File: src/rtl/id_ex_stage_if.sv
// ID/EX stage bundle: decode inputs, forwarding sources and EX-side outputs.
// bubble_count exists only when IDEX_BUBBLE_CNT_EN is defined.
interface id_ex_stage_if #(
  parameter int DW = 32,
  parameter int RW = 5
);
  logic          id_valid;
  logic [RW-1:0] id_rs;
  logic [RW-1:0] id_rt;
  logic [RW-1:0] id_rd;
  logic [DW-1:0] id_rs_data;
  logic [DW-1:0] id_rt_data;
  logic [DW-1:0] id_imm;
  logic [2:0]    id_alu_control;
  logic          id_alu_src;
  logic          id_reg_dst;
  logic          id_reg_write;
  logic          id_mem_read;
  logic          id_mem_write;
  logic          id_mem_to_reg;
  logic          flush;
  logic          hold;
  logic          mem_reg_write;
  logic [RW-1:0] mem_rd;
  logic [DW-1:0] mem_result;
  logic          wb_reg_write;
  logic [RW-1:0] wb_rd;
  logic [DW-1:0] wb_result;
  logic [DW-1:0] alu_a;
  logic [DW-1:0] alu_b;
  logic [2:0]    alu_control;
  logic          ex_valid;
  logic [RW-1:0] ex_dest;
  logic          ex_reg_write;
  logic          ex_mem_read;
  logic          ex_mem_write;
  logic          ex_mem_to_reg;
  logic [DW-1:0] ex_store_data;
  logic          load_use_stall;
`ifdef IDEX_BUBBLE_CNT_EN
  logic [31:0]   bubble_count;
`endif

  modport slave (
    input  id_valid, id_rs, id_rt, id_rd, id_rs_data, id_rt_data, id_imm,
           id_alu_control, id_alu_src, id_reg_dst, id_reg_write, id_mem_read,
           id_mem_write, id_mem_to_reg, flush, hold,
           mem_reg_write, mem_rd, mem_result, wb_reg_write, wb_rd, wb_result,
    output alu_a, alu_b, alu_control, ex_valid, ex_dest, ex_reg_write,
           ex_mem_read, ex_mem_write, ex_mem_to_reg, ex_store_data, load_use_stall
`ifdef IDEX_BUBBLE_CNT_EN
    , output bubble_count
`endif
  );

  modport master (
    output id_valid, id_rs, id_rt, id_rd, id_rs_data, id_rt_data, id_imm,
           id_alu_control, id_alu_src, id_reg_dst, id_reg_write, id_mem_read,
           id_mem_write, id_mem_to_reg, flush, hold,
           mem_reg_write, mem_rd, mem_result, wb_reg_write, wb_rd, wb_result,
    input  alu_a, alu_b, alu_control, ex_valid, ex_dest, ex_reg_write,
           ex_mem_read, ex_mem_write, ex_mem_to_reg, ex_store_data, load_use_stall
`ifdef IDEX_BUBBLE_CNT_EN
    , input bubble_count
`endif
  );
endinterface

File: src/rtl/id_ex_stage.sv
// ID/EX pipeline register with MEM/WB forwarding and load-use detection.
// Optional bubble counter enabled by defining IDEX_BUBBLE_CNT_EN.
module id_ex_stage #(
  parameter int DW = 32,
  parameter int RW = 5
) (
  input  logic          clk,
  input  logic          rst_n,
  id_ex_stage_if.slave  bus
);

  typedef struct packed {
    logic          valid;
    logic [RW-1:0] rs;
    logic [RW-1:0] rt;
    logic [RW-1:0] dest;
    logic [DW-1:0] rs_data;
    logic [DW-1:0] rt_data;
    logic [DW-1:0] imm;
    logic [2:0]    alu_control;
    logic          alu_src;
    logic          reg_write;
    logic          mem_read;
    logic          mem_write;
    logic          mem_to_reg;
  } stage_t;

  stage_t        r_stage;
  stage_t        w_next;
  logic          w_stall;
  logic [DW-1:0] w_fwd_rs;
  logic [DW-1:0] w_fwd_rt;

  // rt is compared even for I-type consumers; a spurious stall is harmless.
  assign w_stall = bus.id_valid & r_stage.valid & r_stage.mem_read &
                   (r_stage.dest != '0) &
                   ((r_stage.dest == bus.id_rs) | (r_stage.dest == bus.id_rt));

  always_comb begin
    w_fwd_rs = r_stage.rs_data;
    if (bus.mem_reg_write && (bus.mem_rd != '0) && (bus.mem_rd == r_stage.rs))
      w_fwd_rs = bus.mem_result;
    else if (bus.wb_reg_write && (bus.wb_rd != '0) && (bus.wb_rd == r_stage.rs))
      w_fwd_rs = bus.wb_result;
  end

  always_comb begin
    w_fwd_rt = r_stage.rt_data;
    if (bus.mem_reg_write && (bus.mem_rd != '0) && (bus.mem_rd == r_stage.rt))
      w_fwd_rt = bus.mem_result;
    else if (bus.wb_reg_write && (bus.wb_rd != '0) && (bus.wb_rd == r_stage.rt))
      w_fwd_rt = bus.wb_result;
  end

  always_comb begin
    w_next = r_stage;
    if (bus.flush) begin
      w_next = '0;
    end else if (bus.hold) begin
      // Absorb the WB write while frozen so the operand survives WB retiring.
      if (bus.wb_reg_write && (bus.wb_rd != '0)) begin
        if (r_stage.rs == bus.wb_rd) w_next.rs_data = bus.wb_result;
        if (r_stage.rt == bus.wb_rd) w_next.rt_data = bus.wb_result;
      end
    end else if (w_stall || !bus.id_valid) begin
      w_next = '0;
    end else begin
      w_next.valid       = 1'b1;
      w_next.rs          = bus.id_rs;
      w_next.rt          = bus.id_rt;
      w_next.dest        = bus.id_reg_dst ? bus.id_rd : bus.id_rt;
      w_next.rs_data     = bus.id_rs_data;
      w_next.rt_data     = bus.id_rt_data;
      w_next.imm         = bus.id_imm;
      w_next.alu_control = bus.id_alu_control;
      w_next.alu_src     = bus.id_alu_src;
      w_next.reg_write   = bus.id_reg_write & bus.id_valid;
      w_next.mem_read    = bus.id_mem_read & bus.id_valid;
      w_next.mem_write   = bus.id_mem_write & bus.id_valid;
      w_next.mem_to_reg  = bus.id_mem_to_reg & bus.id_valid;
    end
  end

  always_ff @(posedge clk or negedge rst_n) begin
    if (!rst_n) r_stage <= '0;
    else        r_stage <= w_next;
  end

  assign bus.alu_a          = w_fwd_rs;
  assign bus.alu_b          = r_stage.alu_src ? r_stage.imm : w_fwd_rt;
  assign bus.ex_store_data  = w_fwd_rt;
  assign bus.alu_control    = r_stage.alu_control;
  assign bus.ex_valid       = r_stage.valid;
  assign bus.ex_dest        = r_stage.dest;
  assign bus.ex_reg_write   = r_stage.reg_write;
  assign bus.ex_mem_read    = r_stage.mem_read;
  assign bus.ex_mem_write   = r_stage.mem_write;
  assign bus.ex_mem_to_reg  = r_stage.mem_to_reg;
  assign bus.load_use_stall = w_stall;

`ifdef IDEX_BUBBLE_CNT_EN
  logic [31:0] r_bubble_count;

  always_ff @(posedge clk or negedge rst_n) begin
    if (!rst_n)
      r_bubble_count <= '0;
    else if (bus.flush || (!bus.hold && w_stall))
      r_bubble_count <= r_bubble_count + 32'd1;
  end

  assign bus.bubble_count = r_bubble_count;
`endif

endmodule

File: src/flat_wrapper.sv
// flat-port wrapper written by rule: the top's interface ports become plain ports
module id_ex_stage_flat 
#(
  parameter int DW = 32,
  parameter int RW = 5
)
  (clk, rst_n, bus_id_valid, bus_id_rs, bus_id_rt, bus_id_rd, bus_id_rs_data, bus_id_rt_data, bus_id_imm, bus_id_alu_control, bus_id_alu_src, bus_id_reg_dst, bus_id_reg_write, bus_id_mem_read, bus_id_mem_write, bus_id_mem_to_reg, bus_flush, bus_hold, bus_mem_reg_write, bus_mem_rd, bus_mem_result, bus_wb_reg_write, bus_wb_rd, bus_wb_result, bus_alu_a, bus_alu_b, bus_alu_control, bus_ex_valid, bus_ex_dest, bus_ex_reg_write, bus_ex_mem_read, bus_ex_mem_write, bus_ex_mem_to_reg, bus_ex_store_data, bus_load_use_stall);
  id_ex_stage_if #(.DW(DW), .RW(RW)) bus_i ();
  input  logic clk;
  input  logic rst_n;
  input wire logic [$bits(bus_i.id_valid)-1:0] bus_id_valid;
  input wire logic [$bits(bus_i.id_rs)-1:0] bus_id_rs;
  input wire logic [$bits(bus_i.id_rt)-1:0] bus_id_rt;
  input wire logic [$bits(bus_i.id_rd)-1:0] bus_id_rd;
  input wire logic [$bits(bus_i.id_rs_data)-1:0] bus_id_rs_data;
  input wire logic [$bits(bus_i.id_rt_data)-1:0] bus_id_rt_data;
  input wire logic [$bits(bus_i.id_imm)-1:0] bus_id_imm;
  input wire logic [$bits(bus_i.id_alu_control)-1:0] bus_id_alu_control;
  input wire logic [$bits(bus_i.id_alu_src)-1:0] bus_id_alu_src;
  input wire logic [$bits(bus_i.id_reg_dst)-1:0] bus_id_reg_dst;
  input wire logic [$bits(bus_i.id_reg_write)-1:0] bus_id_reg_write;
  input wire logic [$bits(bus_i.id_mem_read)-1:0] bus_id_mem_read;
  input wire logic [$bits(bus_i.id_mem_write)-1:0] bus_id_mem_write;
  input wire logic [$bits(bus_i.id_mem_to_reg)-1:0] bus_id_mem_to_reg;
  input wire logic [$bits(bus_i.flush)-1:0] bus_flush;
  input wire logic [$bits(bus_i.hold)-1:0] bus_hold;
  input wire logic [$bits(bus_i.mem_reg_write)-1:0] bus_mem_reg_write;
  input wire logic [$bits(bus_i.mem_rd)-1:0] bus_mem_rd;
  input wire logic [$bits(bus_i.mem_result)-1:0] bus_mem_result;
  input wire logic [$bits(bus_i.wb_reg_write)-1:0] bus_wb_reg_write;
  input wire logic [$bits(bus_i.wb_rd)-1:0] bus_wb_rd;
  input wire logic [$bits(bus_i.wb_result)-1:0] bus_wb_result;
  output wire logic [$bits(bus_i.alu_a)-1:0] bus_alu_a;
  output wire logic [$bits(bus_i.alu_b)-1:0] bus_alu_b;
  output wire logic [$bits(bus_i.alu_control)-1:0] bus_alu_control;
  output wire logic [$bits(bus_i.ex_valid)-1:0] bus_ex_valid;
  output wire logic [$bits(bus_i.ex_dest)-1:0] bus_ex_dest;
  output wire logic [$bits(bus_i.ex_reg_write)-1:0] bus_ex_reg_write;
  output wire logic [$bits(bus_i.ex_mem_read)-1:0] bus_ex_mem_read;
  output wire logic [$bits(bus_i.ex_mem_write)-1:0] bus_ex_mem_write;
  output wire logic [$bits(bus_i.ex_mem_to_reg)-1:0] bus_ex_mem_to_reg;
  output wire logic [$bits(bus_i.ex_store_data)-1:0] bus_ex_store_data;
  output wire logic [$bits(bus_i.load_use_stall)-1:0] bus_load_use_stall;
  assign bus_i.id_valid = bus_id_valid;
  assign bus_i.id_rs = bus_id_rs;
  assign bus_i.id_rt = bus_id_rt;
  assign bus_i.id_rd = bus_id_rd;
  assign bus_i.id_rs_data = bus_id_rs_data;
  assign bus_i.id_rt_data = bus_id_rt_data;
  assign bus_i.id_imm = bus_id_imm;
  assign bus_i.id_alu_control = bus_id_alu_control;
  assign bus_i.id_alu_src = bus_id_alu_src;
  assign bus_i.id_reg_dst = bus_id_reg_dst;
  assign bus_i.id_reg_write = bus_id_reg_write;
  assign bus_i.id_mem_read = bus_id_mem_read;
  assign bus_i.id_mem_write = bus_id_mem_write;
  assign bus_i.id_mem_to_reg = bus_id_mem_to_reg;
  assign bus_i.flush = bus_flush;
  assign bus_i.hold = bus_hold;
  assign bus_i.mem_reg_write = bus_mem_reg_write;
  assign bus_i.mem_rd = bus_mem_rd;
  assign bus_i.mem_result = bus_mem_result;
  assign bus_i.wb_reg_write = bus_wb_reg_write;
  assign bus_i.wb_rd = bus_wb_rd;
  assign bus_i.wb_result = bus_wb_result;
  assign bus_alu_a = bus_i.alu_a;
  assign bus_alu_b = bus_i.alu_b;
  assign bus_alu_control = bus_i.alu_control;
  assign bus_ex_valid = bus_i.ex_valid;
  assign bus_ex_dest = bus_i.ex_dest;
  assign bus_ex_reg_write = bus_i.ex_reg_write;
  assign bus_ex_mem_read = bus_i.ex_mem_read;
  assign bus_ex_mem_write = bus_i.ex_mem_write;
  assign bus_ex_mem_to_reg = bus_i.ex_mem_to_reg;
  assign bus_ex_store_data = bus_i.ex_store_data;
  assign bus_load_use_stall = bus_i.load_use_stall;
  id_ex_stage #(.DW(DW), .RW(RW)) u_core (.clk(clk), .rst_n(rst_n), .bus(bus_i));
endmodule
File: config.mk
export PLATFORM = sky130hd
export DESIGN_NAME = id_ex_stage_flat
export DESIGN_NICKNAME = d
export VERILOG_FILES = /design/src/rtl/id_ex_stage_if.sv /design/src/rtl/id_ex_stage.sv /design/src/flat_wrapper.sv
export SDC_FILE = /design/constraint.sdc
export NUM_CORES = 1
export LEC_CHECK = 0
export CORE_ASPECT_RATIO = 0.6
export CORE_UTILIZATION = 40
export CTS_CLUSTER_SIZE = 24
export DETAILED_ROUTE_END_ITERATION = 10
export PLACE_DENSITY = 0.73
export SLEW_MARGIN = 0
export SYNTH_ARGS = -nofsm -noshare
export SYNTH_HDL_FRONTEND = slang
export SYNTH_SLANG_ARGS = --single-unit
File: constraint.sdc
create_clock -name clk -period 5.15 [get_ports clk]
set_clock_uncertainty 0.15 [all_clocks]
set_input_delay 1.545 -clock clk [delete_from_list [all_inputs] [get_ports clk]]
set_output_delay 1.545 -clock clk [all_outputs]
set_load 0.03 [all_outputs]
# After elaboration in Yosys (flattened, before gate mapping)
# Index checks and enable logic that the tools add are counted.
[op_classes]
eq_ne = 12
n_mux = 14
bitwise_logic = 9
n_reduce_logical = 13
[ops]
columns = ["cell", "count"]
rows = [
  ["$mux W120", 2],
  ["$mux W32", 7],
  ["$mux W64", 2],
  ["$eq A5 B5 Y1", 8],
  ["$mux W40", 1],
  ["$mux W16", 1],
  ["$reduce_bool A5 Y1", 3],
  ["$ne A3 B2 Y1 const B", 3],
  ["$and A1 B1 Y1", 8],
  ["$logic_and A1 B1 Y1", 6],
  ["$mux W5", 1],
  ["$reduce_and A2 Y1", 2],
  ["$ne A2 B2 Y1 const B", 1],
  ["$logic_not A1 Y1", 1],
  ["$logic_or A1 B1 Y1", 1],
  ["$or A1 B1 Y1", 1],
]
[totals]
register_bits = 120
inputBits = 201
output_inout_bits = 110
word_cells = 61

# Longest topological paths before layout
# Gate-level depths: netlist of the first run.
[depth]
ltp_word = 8
mapped_depth = 8
mapped_depth_nobuf = 5

# Worst setup path after synthesis of the first run
# OpenSTA, ideal clock, no wires.
[synth_path]
kind = "input to output"
start = "input port bus_wb_rd[0]"
end = "output port bus_alu_b[30]"
t_arrival_ns = 3.605
required_time_ns = 3.455
path_slack_ns = -0.150
stages = 7
cell_sequence = "or4_1 -> nor2_2 -> buf_4 -> buf_4 -> o31ai_1 -> a31oi_1 -> mux2_2"
[synth_via]
elab_chain_cells = 6
elab_cells_between_ends = 7
classes_between = "1 x eq/ne; 3 x mux; 3 x reduce/logical"
[synth_lines]
columns = ["element", "line_no", "source"]
rows = [
  ["start: declaration", "flat_wrapper.sv:31", "input wire logic [$bits(bus_i.wb_rd)-1:0] bus_wb_rd;"],
  ["$reduce_bool A5 Y1", "id_ex_stage.sv:51", "else if (bus.wb_reg_write && (bus.wb_rd != '0) && (bus.wb_rd == r_stage.rt))"],
  ["$logic_and A1 B1 Y1", "id_ex_stage.sv:51", ""],
  ["$logic_and A1 B1 Y1 (*)", "id_ex_stage.sv:51", ""],
  ["$mux W32 (*)", "id_ex_stage.sv:51", ""],
  ["$mux W32 (*)", "id_ex_stage.sv:49", "if (bus.mem_reg_write && (bus.mem_rd != '0) && (bus.mem_rd == r_stage.rt))"],
  ["named net bus_ex_store_data[30]", "flat_wrapper.sv:42", "output wire logic [$bits(bus_i.ex_store_data)-1:0] bus_ex_store_data;"],
  ["$mux W32 (*)", "id_ex_stage.sv:90", "assign bus.alu_b = r_stage.alu_src ? r_stage.imm : w_fwd_rt;"],
  ["end: declaration", "flat_wrapper.sv:34", "output wire logic [$bits(bus_i.alu_b)-1:0] bus_alu_b;"],
]
# Mark *: on every way through the listed nets, which the timed path passes. The rest lies on a longest branch.

# Worst setup path after layout of the first run
[layout_path]
start = "input port bus_wb_rd[0]"
end = "output port bus_alu_b[8]"
[layout_via]
elab_chain_cells = 6
elab_cells_between_ends = 7
classes_between = "1 x eq/ne; 3 x mux; 3 x reduce/logical"
[layout_lines]
columns = ["element", "line_no"]
rows = [
  ["$reduce_bool A5 Y1", "id_ex_stage.sv:51"],
  ["$logic_and A1 B1 Y1", "id_ex_stage.sv:51"],
  ["$logic_and A1 B1 Y1 (*)", "id_ex_stage.sv:51"],
  ["$mux W32 (*)", "id_ex_stage.sv:51"],
  ["$mux W32 (*)", "id_ex_stage.sv:49"],
  ["$mux W32 (*)", "id_ex_stage.sv:90"],
]
# Mark *: on every way between the ends. The rest lies on a longest branch, timed or not.

==> results.ini, run 1 <==
[die]
dieArea_sq_mm = 0.0221
initial_utilization = 0.409
die_w_microns = 191
row_count = 41
io_pins = 311
core_area_sq_mm = 0.0210
fp.dieH_microns = 116

[timing]
rsz0062_at_grt = true
slew_violations = 0
tightest_slew_ps = 777
hold_viol_final = 0
postLayoutSetupSlackWorst_ps = -71.4
fmaxAchievable_mhz = 192
slew_headroom = 0.482
min_period_ps = 5220
finalSetupViolCount = 32
fin_crit_sh = 1.01

[pwr]
max-vdd-ir-drop_uv = 235
leakagePower_nw = 5.95
power.density_mw_per_mm2 = 230

[synthesis]
synthFlopType = dfrtp_1
syn_area_sq_mm = 0.00861
syn_avg_cell_area_sq_um = 8.92
syn_nets = 1166
synth_edf_count = 0
synth_top_area_frac = 0.349
synth_top_cell_by_area = dfrtp_1
synth-seq-cells = 120
post-synth-top-count-cell = dfrtp_1
yosysSeqAreaShare = 0.349
ys_types = 36
synth.yosys.warnings = 0
synth_area_leaders = dfrtp_1 35%, a31oi_4 7.4%, a32o_1 6.4%
postSynthCellCount = 965
synth_common_cells = 120 x dfrtp_1, 99 x nor2_1, 96 x a21oi_1
async_flop_share = 1.00

[critical_path]
timing.rr.start = u_core.r_stage[113]$_DFFE_PN0P_
rrSetupSlack_ps = 2180
cpMostUsedCell = buf_6
crit_path_start = bus_wb_rd[0]
startpoint_type = primary input
max_stage_delay_ps = 430
cp_slowest_cell = or4_4
crit_required_ps = 3460
crit_chain = buf_6 -> buf_6 -> xnor2_2 -> nand4_1 -> buf_6 -> buf_6 -> buf_12 -> or4_4 -> a31oi_4 -> mux2_4 -> buf_6
critPathKind = in2out
critPathMaxFanout = 13
worstRegToRegCells = 11
arrival_ps = 3530
end_kind = primary output
crit_end = bus_alu_b[8]
r2r-end = u_core.r_stage[40]$_DFFE_PN0P_

[drt]
ant_nets = 0
firstDrtPassIters = 7
wl_mm = 40.8
viasPerCell = 6.18
vias = 10000
remaining_drc_errors = 0
drtIter0Drc = 1031
wl_per_cell_microns = 25.2

[finish]
largest_reg_flops = 107
drive_gt1_frac = 0.377
area_growth_pct = 73.0
regMostFlops = u_core.r_stage
nets = 1529
final_area_sq_mm = 0.0149
fillCellCount = 1512
final_cells = 1621

[worst_hold_path]
min_path_type = reg2reg
hp-start = u_core.r_stage[31]$_DFFE_PN0P_
whs_path_depth = 1

[clock_network]
insertion_delay_ps = 430
cts_tree = done
h-tree-depth = 4
clk_pin_slew_ps = 60
cts_buffer_depth = 2
cts_buffers = 17
clockRootBuffer = clkbuf_16
cts_hold_buf = 0
cts_sinks = 120

[placement]
finalWeightedCongestion = 0.950
io_buffers = 310
dpl_cell_area_sq_mm = 0.0123
hpwl_mm = 25.0
dp.cells = 1538

[global_route]
grt.overflow.total = 0
antenna_found_initial = 3
grt_usage = 0.363
grt_pass1_wl_mm = 59.5
grt_start_max_net_pins = 69
grt_pass1_vias = 9806

[status]
violations = setup timing
outcome = complete, but fails checks

[flow_run]
drv_cap = 0

## metal layers
layer  vias up  part of all wire  global-route usage  wire [microns]
li1       4338                 -                   -               -
met1      4855              0.41               0.496           16700
met2       721              0.44               0.553           18000
met3       106              0.12              0.0996            5010
met4         2             0.027               0.126            1100
met5         -           0.00029                   0              12
## stage by stage
stage                     setup TNS, ps  setup WS (ps)  hold WS [ps]   util  total power [W]
after floorplan                       0           68.7           310      -          0.00153
after global placement           -37780           -631           317  0.585          0.00202
after detailed placement         -40040           -682           326  0.585          0.00203
after CTS                         -1100          -90.1           339  0.678          0.00334
after global routing              -2530           -106           357  0.708          0.00353
final                              -730          -71.4           336  0.708          0.00342
## report_power, final
group | internal [W] | switching [W] | leakage, nW | total, W
clock | 0.000758 | 0.000466 | 0.285 | 0.00122
combinational | 0.000555 | 0.000593 | 4.08 | 0.00115
sequential | 0.00100 | 0.0000510 | 1.58 | 0.00105
## cell families (layout without fill, tap and decap cells)
family / after synthesis / count (layout) / share of synthesized area
buffers and inverters: 149 / 524 / 0.0811
other: 0 / 2 / 0
flip-flops: 120 / 120 / 0.349
AO/OA/AOI/OAI: 382 / 382 / 0.359
AND/OR/NAND/NOR: 247 / 247 / 0.132
XOR/XNOR: 30 / 30 / 0.0305
multiplexers: 37 / 37 / 0.0484
## cells in the final DEF, fill, tap and decap left out, types with 12 or more instances in the layout
master / n
clkbuf_16: 20
o211ai_1: 64
dfrtp_1: 119
o31ai_2: 14
or4_4: 31
clkdlybuf4s50_1: 200
mux2_4: 20
buf_6: 82
xor2_1: 12
a31oi_4: 47
nor2_1: 76
nor3_1: 23
buf_4: 119
nand2_1: 49
inv_1: 33
o31ai_4: 14
nor2_2: 13
mux2_2: 16
buf_12: 39
o21ai_0: 64
xnor2_1: 12
a21oi_1: 96
a32o_1: 55
nand2_2: 15
## critical path: cells and delay by family
kind	cells	cell delay, ps
buf+inv	6	790
simple gates	2	610
compound gates	1	250
mux	1	210
xor+xnor	1	120
## what timing repair did
item                       CTS  global route
setup endpoints to repair   95            84
pin swaps                   45            37
resized for setup          255           134
cloned                      14             3
setup buffers               32            11
## worst min-delay path by stage
stage,endpoint
final,u_core.r_stage[31]$_DFFE_PN0P_
after global routing,u_core.r_stage[19]$_DFFE_PN0P_
after CTS,u_core.r_stage[37]$_DFFE_PN0P_
after detailed placement,u_core.r_stage[8]$_DFFE_PN0P_
after global placement,u_core.r_stage[32]$_DFFE_PN0P_
after floorplan,u_core.r_stage[10]$_DFFE_PN0P_
## area by class of cell
class,count,area (sq um),share of cell area
timing repair buffer,460,4950,0.332
sequential,120,3000,0.202
inverter,33,124,0.00832
tap,279,349,0.0235
clock buffer,23,488,0.0328
clock inverter,8,95.1,0.00639
antenna,2,5.00,0.000336
multi-input combinational,696,5870,0.394
Power figures use the tool's default switching activity.
==> run 2: changes to the inputs <==
--- a/config.mk
+++ b/config.mk
@@ -7,6 +7,7 @@
 export LEC_CHECK = 0
 export CORE_ASPECT_RATIO = 0.6
 export CORE_UTILIZATION = 40
+export CTS_BUF_LIST = sky130_fd_sc_hd__clkbuf_4 sky130_fd_sc_hd__clkbuf_8
 export CTS_CLUSTER_SIZE = 24
 export DETAILED_ROUTE_END_ITERATION = 10
 export PLACE_DENSITY = 0.73
==> constraint.sdc (replaced) <==
create_clock -name clk -period 6.5 [get_ports clk]
set_clock_uncertainty 0.15 [all_clocks]
set_input_delay 1.95 -clock clk [delete_from_list [all_inputs] [get_ports clk]]
set_output_delay 1.95 -clock clk [all_outputs]
set_load 0.03 [all_outputs]
==> run 2 against run 1 <==
Compared with the run above: the run now ends clean; clock power shrank 37%; global-route usage shrank 5.3 points; combinational power shrank 35%; critical endpoint is now bus_alu_a[7]; largest power group is now sequential cells; highest routed layer unchanged.
==> results.ini, run 2 (synthesis results as in run 1) <==
[status]
outcome = completed

[critical_path]
critPathKind = in2out
worstRegToRegCells = 6
rrSetupSlack_ps = 3640
arrival_ps = 4300
critPathMaxFanout = 30
crit_required_ps = 4400
end_kind = primary output
startpoint_type = primary input

[die]
initial_utilization = 0.409
die_w_microns = 191
io_pins = 311
dieArea_sq_mm = 0.0221
row_count = 41
core_area_sq_mm = 0.0210
fp.dieH_microns = 116

[timing]
min_period_ps = 6400
fmaxAchievable_mhz = 156
hold_viol_final = 0
fin_crit_sh = 0.984
slew_headroom = 0.162
tightest_slew_ps = 1260
slew_violations = 0
totalNegativeSetupSlack_ps = 0
postLayoutSetupSlackWorst_ps = 104
rsz0062_at_grt = false
finalSetupViolCount = 0

[global_route]
grt_pass1_wl_mm = 51.6
grt_start_max_net_pins = 84
grt.overflow.total = 0
antenna_found_initial = 2
grt_pass1_vias = 8750
grt_usage = 0.310

[drt]
drtIter0Drc = 821
wl_per_cell_microns = 23.0
vias = 9163
remaining_drc_errors = 0
viasPerCell = 6.09
firstDrtPassIters = 5
wl_mm = 34.6
ant_nets = 0

[pwr]
total_power_w = 0.00235
max-vdd-ir-drop_uv = 119
power.switching_w = 0.000782
power.density_mw_per_mm2 = 191
netSwitchingFraction = 0.333
leakagePower_nw = 4.87
comb_power_share = 0.321
p_clk_frac = 0.328
internal-power_w = 0.00157
pwr-share-seq = 0.351

[clock_network]
post_cts_buffers = 0
cts_sinks = 120
clockRootBuffer = clkbuf_8
clk_pin_slew_ps = 80
h-tree-depth = 4
insertion_delay_ps = 460
cts_buffers = 17
cts_buffer_depth = 2
cts_tree = done

[finish]
layout_commonest_cell = clkdlybuf4s50_1
drive_gt1_frac = 0.219
final_util = 0.586
regMostFlops = u_core.r_stage
layout_common_cells = 210 x clkdlybuf4s50_1, 119 x dfrtp_1, 106 x buf_4
final_area_sq_mm = 0.0123
nets = 1412
largest_reg_flops = 107
area_growth_pct = 43.3

[placement]
hpwl_mm = 23.5
pre_cts_ws_ps = 88.1
finalWeightedCongestion = 0.888
io_buffers = 310
dpl_cell_area_sq_mm = 0.0119

[worst_hold_path]
min_path_type = reg2reg
whs_path_depth = 1

[flow_run]
drv_cap = 0

## run 2: changes by cell type in the layout (fill, tap and decap cells not counted), moves of 22 or more
cell     before  now
buf_6        82    0
or4_1         5   33
or4_4        31    2
nor2_1       76   98
a31oi_1      10   34
## run 2: final cells by class
cell class	instances	area, sq um
repair buffers	343	3420
clock inverters	13	176
multi-input cells	696	5000
diodes	1	2.50
well taps	279	349
fillers	1871	8700
flip-flops and latches	120	3000
inverters	33	124
clock buffers	19	262
## run 2: stage by stage
stage / cells / hold WS (ps)
floorplan: 965 / 310
global placement: 1471 / 319
detailed placement: 1471 / 325
CTS: 1503 / 343
global route: 1504 / 355
finish: 1504 / 340
## run 2: worst max-delay path: stages
cell and delay (ps):
clkdlybuf4s50_1 470, or4_4 560, nor2_4 260, or3_4 220
buf_12 180, nand2_1 70, a31oi_1 330, buf_4 240
## run 2: metal layers
layer	wire [microns]	vias to the layer above	part of all wire	track usage
met3	3680	33	0.11	0.0860
met4	580	2	0.017	0.0899
met1	14900	4520	0.43	0.428
li1	-	4107	-	-
met2	15500	501	0.45	0.473
met5	17	-	0.00049	0
## run 2: what timing repair did
action                                  in CTS  in global routing
hold buffers                                 0                  0
gates resized for setup                      0                  3
endpoints found under the setup margin       0                  3
## run 2: power by group through the flow
stage          Sequential (W)  Clock (W)  Combinational [W]
2_1_floorplan        0.000829          0           0.000381
3_3_place_gp         0.000837          0           0.000746
3_5_place_dp         0.000838          0           0.000749
4_1_cts              0.000824   0.000782           0.000753
5_1_grt              0.000830   0.000817           0.000797
6_report             0.000826   0.000771           0.000753
## run 2: path summary, 6_finish.rpt
check | startpoint | end
min reg2reg | u_core.r_stage[27]$_DFFE_PN0P_ | u_core.r_stage[27]$_DFFE_PN0P_
max | bus_wb_rd[1] | bus_alu_a[7]
min in group asynchronous | rst_n | u_core.r_stage[82]$_DFFE_PN0P_
max in group asynchronous | rst_n | u_core.r_stage[38]$_DFFE_PN0P_
min | u_core.r_stage[27]$_DFFE_PN0P_ | u_core.r_stage[27]$_DFFE_PN0P_
max reg2reg | u_core.r_stage[112]$_DFFE_PN0P_ | u_core.r_stage[64]$_DFFE_PN0P_
